==> config.mk <==
export PLATFORM = sky130hd
export DESIGN_NAME = ofs_rst_sequencer
export DESIGN_NICKNAME = d
export VERILOG_FILES = /design/src/rtl/ofs_rst_seq_pkg.sv /design/src/rtl/ofs_rst_seq_sync.sv /design/src/rtl/ofs_rst_sequencer.sv
export SDC_FILE = /design/constraint.sdc
export NUM_CORES = 1
export LEC_CHECK = 0
export CORE_UTILIZATION = 50
export CTS_BUF_LIST = sky130_fd_sc_hd__clkbuf_4 sky130_fd_sc_hd__clkbuf_8 sky130_fd_sc_hd__clkbuf_16
export CTS_CLUSTER_SIZE = 40
export DETAILED_ROUTE_END_ITERATION = 7
export HOLD_SLACK_MARGIN = 0.03
export PLACE_DENSITY = 0.74
export SLEW_MARGIN = 5
export SYNTH_ARGS = -nofsm -noshare
export SYNTH_HDL_FRONTEND = slang
export SYNTH_HIERARCHICAL = 1
export SYNTH_SLANG_ARGS = --single-unit
==> constraint.sdc <==
create_clock -name clk -period 1.68 [get_ports clk]
set_clock_uncertainty 0.1 [all_clocks]
set_input_delay 0.252 -clock clk [delete_from_list [all_inputs] [get_ports clk]]
set_output_delay 0.252 -clock clk [all_outputs]
set_load 0.01 [all_outputs]
==> src/rtl/ofs_rst_seq_pkg.sv <==
// Shared types and defaults for the FIM reset sequencer.
// State encodings are visible on the seq_state debug port.
package ofs_rst_seq_pkg;

  localparam int SEQ_STATE_W = 3;

  localparam int DEF_NUM_DOMAINS        = 4;
  localparam int DEF_LOCK_STABLE_CYCLES = 1024;
  localparam int DEF_STAGE_GAP_CYCLES   = 64;
  localparam int DEF_ACK_TIMEOUT_CYCLES = 4096;

  typedef enum logic [SEQ_STATE_W-1:0] {
    ST_IDLE      = 3'd0,
    ST_WAIT_LOCK = 3'd1,
    ST_STABLE    = 3'd2,
    ST_RELEASE   = 3'd3,
    ST_WAIT_ACK  = 3'd4,
    ST_GAP       = 3'd5,
    ST_RUN       = 3'd6
  } t_rst_seq_state;

  // Width of a saturating counter that must be able to hold lim.
  function automatic int cnt_w(input int lim);
    return (lim < 1) ? 1 : $clog2(lim + 1);
  endfunction

endpackage

==> src/rtl/ofs_rst_seq_sync.sv <==
// Parameterized-width two-flop synchronizer with a
// configurable reset value.
module ofs_rst_seq_sync #(
  parameter int               WIDTH   = 1,
  parameter logic [WIDTH-1:0] RST_VAL = '0
) (
  input  logic             clk,
  input  logic             rst,
  input  logic [WIDTH-1:0] d,
  output logic [WIDTH-1:0] q
);

  logic [WIDTH-1:0] meta_q;
  logic [WIDTH-1:0] sync_q;

  always_ff @(posedge clk or posedge rst) begin
    if (rst) begin
      meta_q <= RST_VAL;
      sync_q <= RST_VAL;
    end else begin
      meta_q <= d;
      sync_q <= meta_q;
    end
  end

  assign q = sync_q;

endmodule

==> src/rtl/ofs_rst_sequencer.sv <==
// Power-on / fault reset sequencer for the FIM domains.
// Define RST_SEQ_ACK_TIMEOUT_EN to bound the acknowledge wait.
module ofs_rst_sequencer
  import ofs_rst_seq_pkg::*;
#(
  parameter int NUM_DOMAINS        = DEF_NUM_DOMAINS,
  parameter int LOCK_STABLE_CYCLES = DEF_LOCK_STABLE_CYCLES,
  parameter int STAGE_GAP_CYCLES   = DEF_STAGE_GAP_CYCLES,
  parameter int ACK_TIMEOUT_CYCLES = DEF_ACK_TIMEOUT_CYCLES
) (
  input  logic                   clk,
  input  logic                   rst,
  input  logic                   pll_locked,
  input  logic                   pcie_perst_n,
  input  logic [NUM_DOMAINS-1:0] dom_ack,
  output logic [NUM_DOMAINS-1:0] dom_rst,
  output logic                   all_ready,
  output logic [SEQ_STATE_W-1:0] seq_state,
  output logic                   timeout_err,
  output logic [NUM_DOMAINS-1:0] timeout_dom
);

  localparam int IDX_W =
    (NUM_DOMAINS > 1) ? $clog2(NUM_DOMAINS) : 1;
  localparam int STB_W = cnt_w(LOCK_STABLE_CYCLES);
  localparam int GAP_W = cnt_w(STAGE_GAP_CYCLES);

  localparam logic [IDX_W-1:0] LAST_IDX =
    IDX_W'(NUM_DOMAINS - 1);
  localparam logic [STB_W-1:0] STB_LIM =
    STB_W'(LOCK_STABLE_CYCLES);
  localparam logic [GAP_W-1:0] GAP_LIM =
    GAP_W'(STAGE_GAP_CYCLES - 1);

  logic                   lock_s;
  logic                   perst_s;
  logic [NUM_DOMAINS-1:0] ack_s;

  ofs_rst_seq_sync #(.WIDTH(1), .RST_VAL(1'b0)) u_sync_lock (
    .clk (clk),
    .rst (rst),
    .d   (pll_locked),
    .q   (lock_s)
  );

  ofs_rst_seq_sync #(.WIDTH(1), .RST_VAL(1'b0)) u_sync_perst (
    .clk (clk),
    .rst (rst),
    .d   (pcie_perst_n),
    .q   (perst_s)
  );

  ofs_rst_seq_sync #(
    .WIDTH   (NUM_DOMAINS),
    .RST_VAL ('0)
  ) u_sync_ack (
    .clk (clk),
    .rst (rst),
    .d   (dom_ack),
    .q   (ack_s)
  );

  t_rst_seq_state         state_q, state_d;
  logic [IDX_W-1:0]       idx_q, idx_d;
  logic [STB_W-1:0]       stb_q, stb_d;
  logic [GAP_W-1:0]       gap_q, gap_d;
  logic [NUM_DOMAINS-1:0] dom_rst_q, dom_rst_d;
  logic                   rdy_q, rdy_d;

  logic good;
  logic in_seq;
  logic ack_cur;
  logic ack_go;

`ifdef RST_SEQ_ACK_TIMEOUT_EN
  localparam int ATO_W = cnt_w(ACK_TIMEOUT_CYCLES);
  localparam logic [ATO_W-1:0] ATO_LIM =
    ATO_W'(ACK_TIMEOUT_CYCLES - 1);

  logic [ATO_W-1:0]       ato_q, ato_d;
  logic                   terr_q, terr_d;
  logic [NUM_DOMAINS-1:0] tdom_q, tdom_d;
  logic                   ato_hit;
`endif

  assign good    = lock_s & perst_s;
  assign in_seq  = (state_q != ST_IDLE) &&
                   (state_q != ST_WAIT_LOCK);
  assign ack_cur = ack_s[idx_q];

  always_comb begin
    state_d   = state_q;
    idx_d     = idx_q;
    stb_d     = stb_q;
    gap_d     = gap_q;
    dom_rst_d = dom_rst_q;
    rdy_d     = rdy_q;
    ack_go    = 1'b0;
`ifdef RST_SEQ_ACK_TIMEOUT_EN
    ato_d     = ato_q;
    terr_d    = terr_q;
    tdom_d    = tdom_q;
    ato_hit   = 1'b0;
`endif

    // Loss of good beats any ack or counter expiry this cycle.
    if (in_seq && !good) begin
      state_d   = ST_WAIT_LOCK;
      idx_d     = '0;
      stb_d     = '0;
      gap_d     = '0;
      dom_rst_d = '1;
      rdy_d     = 1'b0;
`ifdef RST_SEQ_ACK_TIMEOUT_EN
      ato_d     = '0;
`endif
    end else begin
      unique case (state_q)
        ST_IDLE: begin
          state_d = ST_WAIT_LOCK;
        end
        ST_WAIT_LOCK: begin
          if (good) begin
            stb_d   = '0;
            state_d = ST_STABLE;
          end
        end
        ST_STABLE: begin
          if (stb_q == STB_LIM) begin
            idx_d   = '0;
            state_d = ST_RELEASE;
          end else begin
            stb_d = stb_q + STB_W'(1);
          end
        end
        ST_RELEASE: begin
          dom_rst_d[idx_q] = 1'b0;
          state_d          = ST_WAIT_ACK;
`ifdef RST_SEQ_ACK_TIMEOUT_EN
          ato_d            = '0;
`endif
        end
        ST_WAIT_ACK: begin
`ifdef RST_SEQ_ACK_TIMEOUT_EN
          ato_hit = !ack_cur && (ato_q == ATO_LIM);
          if (!ack_cur && !ato_hit) begin
            ato_d = ato_q + ATO_W'(1);
          end
          if (ato_hit) begin
            terr_d        = 1'b1;
            tdom_d[idx_q] = 1'b1;
          end
          ack_go = ack_cur | ato_hit;
`else
          ack_go = ack_cur;
`endif
          if (ack_go) begin
            if (idx_q == LAST_IDX) begin
              rdy_d   = 1'b1;
              state_d = ST_RUN;
            end else begin
              gap_d   = '0;
              state_d = ST_GAP;
            end
          end
        end
        ST_GAP: begin
          if (gap_q == GAP_LIM) begin
            idx_d   = idx_q + IDX_W'(1);
            state_d = ST_RELEASE;
          end else begin
            gap_d = gap_q + GAP_W'(1);
          end
        end
        ST_RUN: begin
          rdy_d = 1'b1;
        end
        default: begin
          state_d = ST_IDLE;
        end
      endcase
    end
  end

  always_ff @(posedge clk or posedge rst) begin
    if (rst) begin
      state_q   <= ST_IDLE;
      idx_q     <= '0;
      stb_q     <= '0;
      gap_q     <= '0;
      dom_rst_q <= '1;
      rdy_q     <= 1'b0;
    end else begin
      state_q   <= state_d;
      idx_q     <= idx_d;
      stb_q     <= stb_d;
      gap_q     <= gap_d;
      dom_rst_q <= dom_rst_d;
      rdy_q     <= rdy_d;
    end
  end

`ifdef RST_SEQ_ACK_TIMEOUT_EN
  always_ff @(posedge clk or posedge rst) begin
    if (rst) begin
      ato_q  <= '0;
      terr_q <= 1'b0;
      tdom_q <= '0;
    end else begin
      ato_q  <= ato_d;
      terr_q <= terr_d;
      tdom_q <= tdom_d;
    end
  end

  assign timeout_err = terr_q;
  assign timeout_dom = tdom_q;
`else
  assign timeout_err = 1'b0;
  assign timeout_dom = '0;
`endif

  assign dom_rst   = dom_rst_q;
  assign all_ready = rdy_q;
  assign seq_state = state_q;

endmodule

Word level (Yosys, flattened, before mapping):

Cells that the tools add are included.

* output and inout port bits: 13
* input port bits: 8
* bits in registers: 40

* mux-type cells: 30
* bitwise operators: 3
* order comparisons: 2
* equal/unequal tests: 19
* $add $sub $neg: 3
* reduce and logical (&&, ||, !) cells: 16

Operator list (count)
* $mux W11: 3
* $mux W7: 4
* $ne A3 B3 Y1 const B: 8
* $pmux W11 S2: 1
* $pmux W3 S7: 1
* $mux W3: 5
* $reduce_bool A3 Y1: 5
* $pmux W7 S2: 1
* $add A11 B1 Y11 const B: 1
* $eq A11 B11 Y1 const B: 1
* $eq A3 B3 Y1 const B: 3
* $reduce_and A3 Y1: 3
* $mux W2: 4
* $mux W4: 2
* $add A7 B1 Y7 const B: 1
* $eq A7 B6 Y1 const B: 1
* $eq A3 B2 Y1 const B: 2
* $mux W1: 5
* $reduce_and A5 Y1: 1
* $and A4 B4 Y4: 1
* $not A4 Y4: 1
* $pmux W2 S2: 1
* $reduce_and A4 Y1: 1
* $eq A3 B1 Y1 const B: 1
* other kinds (14): 16

Longest topological paths before layout:

Gate-level depths: netlist of run 1.

* word-level depth: 8
* mapped depth: 7
* mapped depth without buffers: 6

Cells and area by module:

Netlist of run 1, hierarchy kept.

Modules (own cells, without submodules)
* ofs_rst_sequencer: area an instance 1715.4 sq um, cells each 192, instances 1
* ofs_rst_seq_sync at u_sync_ack: area an instance 203.9 sq um, cells each 9, instances 1
* ofs_rst_seq_sync at u_sync_lock ...: area an instance 53.8 sq um, cells each 3, instances 2

Least setup slack after synthesis of run 1:

OpenSTA, ideal clock, no wires.

* kind: flip-flop to flip-flop
* start: register idx_q[0]
* end: register gap_q[4]
* period minus slack after synthesis: 1.810 ns
* library setup time: 0.124 ns
* required time: 1.456 ns
* data arrival time: 1.586 ns
* path slack: -0.130 ns
* buffers on the path: 0
* stages on the path, launching flop included: 6
* path through: dfrtp_1 ha_1 a21oi_1 o22ai_1 or3_1 a211o_1

* longest elaborated chain between the ends: 4
* elaborated cells between the ends (all ways): 6

RTL lines
* start, declared: line ofs_rst_sequencer.sv:64 `logic [IDX_W-1:0] idx_q, idx_d;`
* start signal, assigned: line ofs_rst_sequencer.sv:195 `idx_q <= idx_d;`
* $bmux W1 S2: line ofs_rst_sequencer.sv:89 `assign ack_cur = ack_s[idx_q];`
* $mux W1 (not written as such): line ofs_rst_sequencer.sv:89
* $ne A3 B3 Y1 (no line)
* $reduce_and A4 Y1 (no line) (*)
* end signal, assigned: line ofs_rst_sequencer.sv:197 `gap_q <= gap_d;`
* end, declared: line ofs_rst_sequencer.sv:66 `logic [GAP_W-1:0] gap_q, gap_d;`

Every way passes the cells marked *; elsewhere a longest branch is shown, timed or not. The select of a mux whose other input is x is not followed.
A chain may end at the register's enable or synchronous reset.

Final worst setup path of run 1:

* start: register u_sync_lock.sync_q (netlist: u_sync_lock/q)
* end: register stb_q[2]

* longest elaborated chain between the ends: 5
* elaborated cells between the ends (all ways): 8

RTL lines
* start, declared: line ofs_rst_seq_sync.sv:14 `logic [WIDTH-1:0] sync_q;`
* start signal, assigned: line ofs_rst_seq_sync.sv:22 `sync_q <= meta_q;`
* $and A1 B1 Y1 (*): line ofs_rst_sequencer.sv:86 `assign good = lock_s & perst_s;`
* $logic_not A1 Y1: line ofs_rst_sequencer.sv:107 `if (in_seq && !good) begin`
* $logic_and A1 B1 Y1: line ofs_rst_sequencer.sv:107
* $ne A3 B3 Y1 (no line) or $reduce_bool A3 Y1 (tied branches)
* $reduce_and A3 Y1 (no line)
* end signal, assigned: line ofs_rst_sequencer.sv:196 `stb_q <= stb_d;`
* end, declared: line ofs_rst_sequencer.sv:65 `logic [STB_W-1:0] stb_q, stb_d;`

Every way passes the cells marked *; elsewhere a longest branch is shown, timed or not.

==> results.toml, run 1 <==
[grt]
met1_usage = 0.3036
use_met3 = 0.03993
grt.overflow.total = 0
use_met2 = 0.4477
busiest_layer = "met2"
grt_start_max_net_pins = 15
track_usage = 0.2591
antenna_found_initial = 0
grt_pass1_wl_um = 8245
first_global_vias = 1833

[cells_and_area]
multi_input_area_mm2 = 0.001076
area_growth_pct = 47.47
drive_above_1_share = 0.4286
fill_cells = 236
ff_latch_area_mm2 = 0.001010
n_antenna_cell = 0
final_nets = 301

[sta]
finalHoldWorstSlack_ns = 0.07313
max_freq_ghz = 0.5500
setup_slack_ns = -0.1381
finalSetupViolations = 20
tns_ns = -1.343
fin_crit_sh = 1.082
rsz0062_at_grt = "true"
drv_slew = 0
hold_viol = 0
finalCriticalPeriod_ns = 1.818

[synthesis]
yosys-top-cells-count = "dfrtp_1, a21oi_1, nor2_1, nand2_1, o21ai_0"
synth-main-ff-cell = "dfrtp_1"
synth.distinct_cells = 47
async_flop_share = 1.000
syn_avg_cell_area_um2 = 9.792
synth_area_leader_cell = "dfrtp_1"
yosysSeqAreaShare = 0.4963
ys_seq_elements = 40
yosysMostFrequentCell = "dfrtp_1"
synth_area_mm2 = 0.002027
syn_inst = 207
synth_top_area_frac = 0.4444
synth_edf_count = 0
yosysWarnings = 6
synthTopCellsByArea = "dfrtp_1, dfstp_2, a21oi_1, ha_1, o21ai_0"

[route]
avgViaCountPerCell = 5.591
wl_um = 5280
route.detailed.drc = 0
wl_per_cell_um = 15.76
drtPass1Iterations = 4
drtIter0Drc = 125
vias = 1873
ant_nets = 0

[die]
rows = 22
ios = 21
dieArea_mm2 = 0.004313
fp.coreArea_mm2 = 0.003771
die_width_um = 65.67
die_y_um = 65.67
start_util = 0.5375

[cts]
path_clk_slew_ns = 0.08
holdBufCountCts = 0
numCtsBuffers = 5
clock_latency_ns = 0.30
htree_levels = 2
cts_tree = "built"
cts-root-buf = "clkbuf_8"
cts_buffer_depth = 2
cts.sinks = 40

[setup_path]
start_kind = "register"
end_kind = "register"
crit_fanout = 4
r2r_slack_ns = -0.14
worst_ep_arrival_time_ns = 1.95
cp.required_ns = 1.82
critical_path_class = "register to register"

[run]
maxCapViolCount = 0

[status]
status = "complete, but fails checks"
violations = "negative setup slack"

[hold_path]
min_path_type = "input pin to async pin"

[placement]
place.port_buffers = 15
globalplace.congestion = 0.8482
place_hpwl_um = 3248

[pwr]
power.leakage_nw = 1.349
peakVddDrop_uv = 629.1
cellPowerDensity_mw_per_mm2 = 913.2
-- stage by stage --
step | power, mW | utilization | instance area [um2] | std cells | setup WS, ns
finish | 2.730 | 0.7926 | 2989 | 335 | -0.1381
global route | 2.843 | 0.7926 | 2989 | 335 | -0.1946
CTS | 2.671 | 0.7674 | 2894 | 333 | -0.07837
detailed placement | 1.729 | 0.6745 | 2544 | 309 | -0.1796
global placement | 1.712 | 0.6745 | 2544 | 309 | -0.1079
floorplan | 1.464 | - | 2076 | 211 | -0.06947
-- critical path, stage by stage, from the launching register on --
cell and delay (ns):
dfrtp_1 0.47, and2_1 0.28, a21o_4 0.20, a31oi_4 0.06, buf_6 0.15, or3_4 0.38, a21oi_2 0.12
-- cell families (layout without fill, tap and decap cells) --
family,Yosys count,after routing,share of synthesized area
buffers and inverters,27,102,0.07346
flip-flops,40,40,0.4963
AO/OA/AOI/OAI,54,55,0.1642
AND/OR/NAND/NOR,73,73,0.1907
other,1,5,0.001850
multiplexers,3,3,0.02160
XOR/XNOR,2,2,0.008644
adder cells (fa/ha/maj),7,7,0.04321
-- layer usage --
| layer | wire [um] | vias up |
|---|---|---|
| met3 | 219 | 20 |
| met1 | 2100 | 919 |
| li1 | - | 871 |
| met2 | 2750 | 63 |
| met4 | 209 | 0 |
| met5 | 0 | - |
-- cells in the final DEF (no fill, tap or decap), types with 6 or more instances in the layout --
master / count
a21oi_1: 14
nand3_1: 8
buf_4: 54
o21ai_1: 6
o21ai_2: 7
nor2_1: 15
dfrtp_1: 33
and3_1: 6
dlygate4sd2_1: 6
nand2_1: 12
buf_6: 11
inv_1: 13
clkdlybuf4s50_1: 8
-- state kept, by name, summed over array words and instances, names as in the netlist, 2 cells and up --
name,flops
stb_q,11
seq_state,3
u_sync_ack/meta_q,4
dom_rst,4
idx_q,2
gap_q,7
u_sync_ack/q,4
-- area by class of cell --
| class | instances | area share |
|---|---|---|
| Tap cell | 48 | 0.02009 |
| Timing Repair Buffer | 80 | 0.2256 |
| Clock buffer | 5 | 0.02302 |
| Sequential cell | 40 | 0.3378 |
| Inverter | 14 | 0.01758 |
| Multi-Input combinational cell | 145 | 0.3600 |
| Clock inverter | 3 | 0.01591 |
-- repair_timing --
action / in CTS / in global routing
pin swaps: 25 / 22
cloned: 1 / 0
endpoints found under the setup margin: 29 / 28
buffers inserted: 16 / 2
resized for setup: 37 / 27
-- final timing paths --
path	cells past startpoint	end	from
worst max-delay path	6	stb_q[2]$_DFFE_PP0P_	u_sync_lock/q$_DFF_PP0_
worst min-delay path	2	u_sync_lock/meta_q$_DFF_PP0_	rst
worst max register to register	6	stb_q[2]$_DFFE_PP0P_	u_sync_lock/q$_DFF_PP0_
worst min register to register	0	u_sync_ack/q[1]$_DFF_PP0_	u_sync_ack/meta_q[1]$_DFF_PP0_
max in group asynchronous	3	seq_state[2]$_DFFE_PP0P_	rst
min in group clk	0	u_sync_ack/q[1]$_DFF_PP0_	u_sync_ack/meta_q[1]$_DFF_PP0_
-- report_power, final --
group	switching, mW	internal, mW
registers	0.0615	1.02
logic	0.421	0.418
clock network	0.357	0.447
total	0.840	1.89
Power figures use the tool's default switching activity.
==> run 2, diff against run 1 <==
--- a/config.mk
+++ b/config.mk
@@ -5,12 +5,13 @@
 export SDC_FILE = /design/constraint.sdc
 export NUM_CORES = 1
 export LEC_CHECK = 0
-export CORE_UTILIZATION = 50
+export CORE_UTILIZATION = 56
 export CTS_BUF_LIST = sky130_fd_sc_hd__clkbuf_4 sky130_fd_sc_hd__clkbuf_8 sky130_fd_sc_hd__clkbuf_16
+export CTS_CLUSTER_DIAMETER = 120
 export CTS_CLUSTER_SIZE = 40
 export DETAILED_ROUTE_END_ITERATION = 7
 export HOLD_SLACK_MARGIN = 0.03
-export PLACE_DENSITY = 0.74
+export PLACE_DENSITY = 0.79
 export SLEW_MARGIN = 5
 export SYNTH_ARGS = -nofsm -noshare
 export SYNTH_HDL_FRONTEND = slang
==> constraint.sdc (replaced) <==
create_clock -name clk -period 2 [get_ports clk]
set_clock_uncertainty 0.1 [all_clocks]
set_input_delay 0.3 -clock clk [delete_from_list [all_inputs] [get_ports clk]]
set_output_delay 0.3 -clock clk [all_outputs]
set_load 0.01 [all_outputs]
==> results.toml, run 2 (synthesis results as in run 1) <==
[setup_path]
startpoint = "seq_state[0]$_DFFE_PP0P_"
rr_worst_depth = 7
crit_fanout = 9
r2r_slack_ns = 0.13
r2r_end = "stb_q[6]$_DFFE_PP0P_"
cp.required_ns = 1.60
worst_ep_arrival_time_ns = 1.51
critical_path_class = "register to output pin"
end_kind = "output pin"
start_kind = "register"
reg2reg_from = "seq_state[1]$_DFFE_PP0P_"

[cts]
holdBufCountCts = 0
numCtsBuffers = 5
clock_latency_ns = 0.35
cts-root-buf = "clkbuf_4"
cts.sinks = 40
htree_levels = 2
path_clk_slew_ns = 0.12
cts_tree = "built"
cts_buffer_depth = 2

[cells_and_area]
n_antenna_cell = 0
stdcell_area_mm2 = 0.002332
final_common_cell = "dfrtp_1"
regMostFlops = "stb_q"
drive_above_1_share = 0.1552
area_growth_pct = 15.06
ff_latch_area_mm2 = 0.001008
multi_input_area_um2 = 888.4
fill_cells = 250
final_cell_mix = "dfrtp_1, a21oi_1, nor2_1"
final_nets = 246
largest_reg_flops = 11
top_regs = "stb_q: 11 flops, gap_q: 7 flops"

[pwr]
power.leakage_nw = 1.013
peakVddDrop_uv = 573.6
cellPowerDensity_mw_per_mm2 = 814.4
p_total_mw = 1.899

[placement]
place_hpwl_um = 2718
place.port_buffers = 15
globalplace.congestion = 0.8809
post_dp_cell_area_mm2 = 0.002228

[route]
wl_per_cell_um = 13.45
ant_nets = 0
drtIter0Drc = 64
routed-wl-met2_um = 1771
route.detailed.drc = 0
wl_um = 3740
drtPass1Iterations = 4
wl_met1_um = 1777
vias = 1521
avgViaCountPerCell = 5.471
top_layer = "met4"
wl_met3_um = 141

[hold_path]
min_path_type = "input pin to async pin"

[sta]
drv_slew = 0
tns_ns = 0
max_freq_ghz = 0.5230
finalSetupViolations = 0
finalCriticalPeriod_ns = 1.912
fin_crit_sh = 0.9560
hold_viol = 0

[die]
dieArea_mm2 = 0.003864
die_width_um = 62.16
die_y_um = 62.16
ios = 21
rows = 21
start_util = 0.5980
fp.coreArea_mm2 = 0.003390

[grt]
grt.overflow.total = 0
grt_pass1_wl_um = 6423
antenna_found_initial = 0
first_global_vias = 1387
grt_start_max_net_pins = 29
track_usage = 0.2141

[status]
status = "completed"

[run]
maxCapViolCount = 0
## run 2: cell count changes in the layout (fill, tap and decap cells not counted), moves of 6 or more
cell	delta
buf_4	-44
o21ai_2	-7
clkdlybuf4s50_1	+7
dlygate4sd2_1	-6
o21ai_0	+10
buf_6	-11
## run 2: per-layer routing
layer | global-route usage | vias up
li1 | - | 760
met1 | 0.3012 | 725
met2 | 0.3269 | 30
met3 | 0.05699 | 6
met4 | 0.06105 | 0
met5 | 0 | -
## run 2: metrics by stage
step | worst slack (ns) | std cells | util | hold WS (ns)
2_1_floorplan | 0.1901 | 211 | - | -0.05882
3_3_place_gp | 0.1668 | 269 | 0.6574 | 0.2352
3_5_place_dp | 0.1197 | 269 | 0.6574 | 0.2357
4_1_cts | 0.03467 | 277 | 0.6814 | 0.08250
5_1_grt | -0.006321 | 278 | 0.6881 | 0.08500
6_report | 0.08805 | 278 | 0.6881 | 0.09081
## run 2: critical path, cell delays in order (launching register included)
cell and delay (ns):
dfrtp_2 0.48, buf_4 0.16, clkdlybuf4s50_1 0.53
## run 2: where the power goes
part | switching (mW) | total [mW] | internal (mW)
Combinational | 0.238 | 0.457 | 0.219
Clock | 0.270 | 0.530 | 0.260
Sequential | 0.0517 | 0.912 | 0.861
## run 2: cell type report
class	count	area share
inverters	14	0.02253
well taps	46	0.02468
clock buffers	5	0.01609
flip-flops and latches	40	0.4324
repair buffers	26	0.1051
multi-input cells	144	0.3809
clock inverters	3	0.01824
## run 2: how the worst max path moves through the flow
stage / cells after the start / to / slack [ns]
5_1_grt: 7 / stb_q[5]$_DFFE_PP0P_ / -0.006
3_3_place_gp: 5 / gap_q[4]$_DFFE_PP0P_ / 0.17
6_report: 2 / seq_state[0] / 0.09
3_5_place_dp: 5 / stb_q[7]$_DFFE_PP0P_ / 0.12
2_1_floorplan: 5 / gap_q[4]$_DFFE_PP0P_ / 0.19
4_1_cts: 1 / seq_state[2] / 0.03
## run 2: what timing repair did
action	4_1_cts	5_1_grt
resized for setup	1	2
setup buffers	0	1
pin swaps	0	1
cloned	0	0
setup endpoints to repair	1	10
hold endpoints to repair	0	0
==> run 3, diff against run 2 <==
--- a/config.mk
+++ b/config.mk
@@ -5,13 +5,14 @@
 export SDC_FILE = /design/constraint.sdc
 export NUM_CORES = 1
 export LEC_CHECK = 0
-export CORE_UTILIZATION = 56
+export CAP_MARGIN = 5
+export CORE_UTILIZATION = 46
 export CTS_BUF_LIST = sky130_fd_sc_hd__clkbuf_4 sky130_fd_sc_hd__clkbuf_8 sky130_fd_sc_hd__clkbuf_16
 export CTS_CLUSTER_DIAMETER = 120
 export CTS_CLUSTER_SIZE = 40
 export DETAILED_ROUTE_END_ITERATION = 7
 export HOLD_SLACK_MARGIN = 0.03
-export PLACE_DENSITY = 0.79
+export PLACE_DENSITY = 0.67
 export SLEW_MARGIN = 5
 export SYNTH_ARGS = -nofsm -noshare
 export SYNTH_HDL_FRONTEND = slang
==> constraint.sdc (replaced) <==
create_clock -name clk -period 2 [get_ports clk]
set_clock_uncertainty 0.1 [all_clocks]
set_input_delay 0.3 -clock clk [delete_from_list [all_inputs] [get_ports clk]]
set_output_delay 0.3 -clock clk [all_outputs]
set_load 0.005 [all_outputs]
==> results.toml, run 3 (synthesis results as in run 1) <==
[route]
drtPass1Iterations = 4
vias = 1557
wl_per_cell_um = 13.36
avgViaCountPerCell = 5.502
wl_um = 3782
ant_nets = 0
route.detailed.drc = 0
drtIter0Drc = 104

[cts]
holdBufCountCts = 0
cts_tree = "built"
path_clk_slew_ns = 0.08
cts.sinks = 40
cts_buffer_depth = 2
cts-root-buf = "clkbuf_8"
numCtsBuffers = 5
htree_levels = 2
clock_latency_ns = 0.30

[setup_path]
cp_common_cell = "or3_1"
end_kind = "register"
worst_ep_arrival_time_ns = 2.00
cpPeakStageDelay_ns = 0.42
cp.required_ns = 2.09
start_kind = "register"
critPathBufInv = 0
critical_path.cell_chain = "ha_1 -> nand4_1 -> or3_1 -> nor2_2 -> or3_1 -> a211o_1"
crit_fanout = 4
cp_slowest_cell = "dfrtp_1"
critPathTopFamily = "simple AND/OR/NAND/NOR gates"
critical_path_class = "register to register"

[sta]
tns_ns = 0
setup_slack_ns = 0.08360
drv_slew = 0
finalSetupViolations = 0
hold_viol = 0
rsz0062_at_grt = "false"
finalHoldWorstSlack_ns = 0.1218
fin_crit_sh = 0.9582
max_freq_ghz = 0.5218
finalCriticalPeriod_ns = 1.916

[die]
fp.coreArea_mm2 = 0.004115
ios = 21
die_width_um = 68.38
rows = 23
dieArea_mm2 = 0.004676
start_util = 0.4926
die_y_um = 68.38

[run]
maxCapViolCount = 0

[placement]
dp_cells = 275
place_hpwl_um = 2775
place.port_buffers = 15
dpl_worst_slack_ns = 0.1042
globalplace.congestion = 0.8050

[grt]
use_met2 = 0.2819
first_global_vias = 1382
use_met3 = 0.04500
met1_usage = 0.2548
track_usage = 0.1879
grt_pass1_wl_um = 6272
grt_start_max_net_pins = 29
antenna_found_initial = 0
busiest_layer = "met2"
grt.overflow.total = 0

[cells_and_area]
instances_no_fill = 283
area_growth_pct = 17.04
largest_reg_flops = 11
final_common_cell = "dfrtp_1"
n_antenna_cell = 0
fill_cells = 366
final_nets = 247
regMostFlops = "stb_q"
top_regs = "stb_q: 11 flops, gap_q: 7 flops"
drive_above_1_share = 0.1545
final_cell_mix = "dfrtp_1, a21oi_1, nor2_1"

[status]
status = "completed"

[hold_path]
min_path_type = "input pin to async pin"

[pwr]
cellPowerDensity_mw_per_mm2 = 845.3
p_total_mw = 2.005
peakVddDrop_uv = 582.9
power.leakage_nw = 1.032
==> run 3: layer usage <==
layer  share of wire  wire [um]
met5               0          0
met4           0.018         69
met3           0.030        115
met2            0.44       1653
met1            0.51       1943
==> run 3: worst reg2reg max path, stage by stage (launching register included) <==
cell and delay [ns]:
dfrtp_1 0.42, ha_1 0.26, nand4_1 0.16, or3_1 0.17
nor2_2 0.06, or3_1 0.33, a211o_1 0.31
==> run 3: power breakdown <==
group / internal [mW] / switching (mW) / total (mW)
sequential: 0.859 / 0.0572 / 0.916
clock: 0.408 / 0.287 / 0.695
combinational: 0.179 / 0.216 / 0.394
total: 1.45 / 0.560 / 2.01
==> run 3: worst paths after layout <==
path,start,endpoint,slack [ns],depth (start not counted)
min,rst,u_sync_perst/meta_q$_DFF_PP0_,0.12,2
min reg2reg,u_sync_ack/meta_q[0]$_DFF_PP0_,u_sync_ack/q[0]$_DFF_PP0_,0.25,0
max in group asynchronous,rst,dom_rst[1]$_DFFE_PP1P_,1.15,3
max reg2reg,gap_q[0]$_DFFE_PP0P_,gap_q[4]$_DFFE_PP0P_,0.08,6
max,gap_q[0]$_DFFE_PP0P_,gap_q[4]$_DFFE_PP0P_,0.08,6
min in group clk,u_sync_ack/meta_q[0]$_DFF_PP0_,u_sync_ack/q[0]$_DFF_PP0_,0.25,0
==> run 3: layout make-up <==
| cell class | instances | area (um2) | share of cell area |
|---|---|---|---|
| Clock inverter | 2 | 38.79 | 0.01635 |
| Tap cell | 50 | 62.56 | 0.02637 |
| Inverter | 14 | 52.55 | 0.02215 |
| Sequential cell | 40 | 1008 | 0.4251 |
| Timing Repair Buffer | 27 | 240.2 | 0.1013 |
| Multi-Input combinational cell | 144 | 887.1 | 0.3739 |
| Clock buffer | 6 | 82.58 | 0.03481 |
==> run 3: what timing repair did <==
item | in CTS | in global routing
setup buffers | 0 | 0
setup endpoints to repair | 0 | 4
resized for setup | 0 | 2
==> run 3: per-stage QoR <==
stage | instance area, um2 | utilization
finish | 2372 | 0.5765
global route | 2372 | 0.5765
CTS | 2370 | 0.5759
detailed placement | 2248 | 0.5464
global placement | 2248 | 0.5464
floorplan | 2042 | -
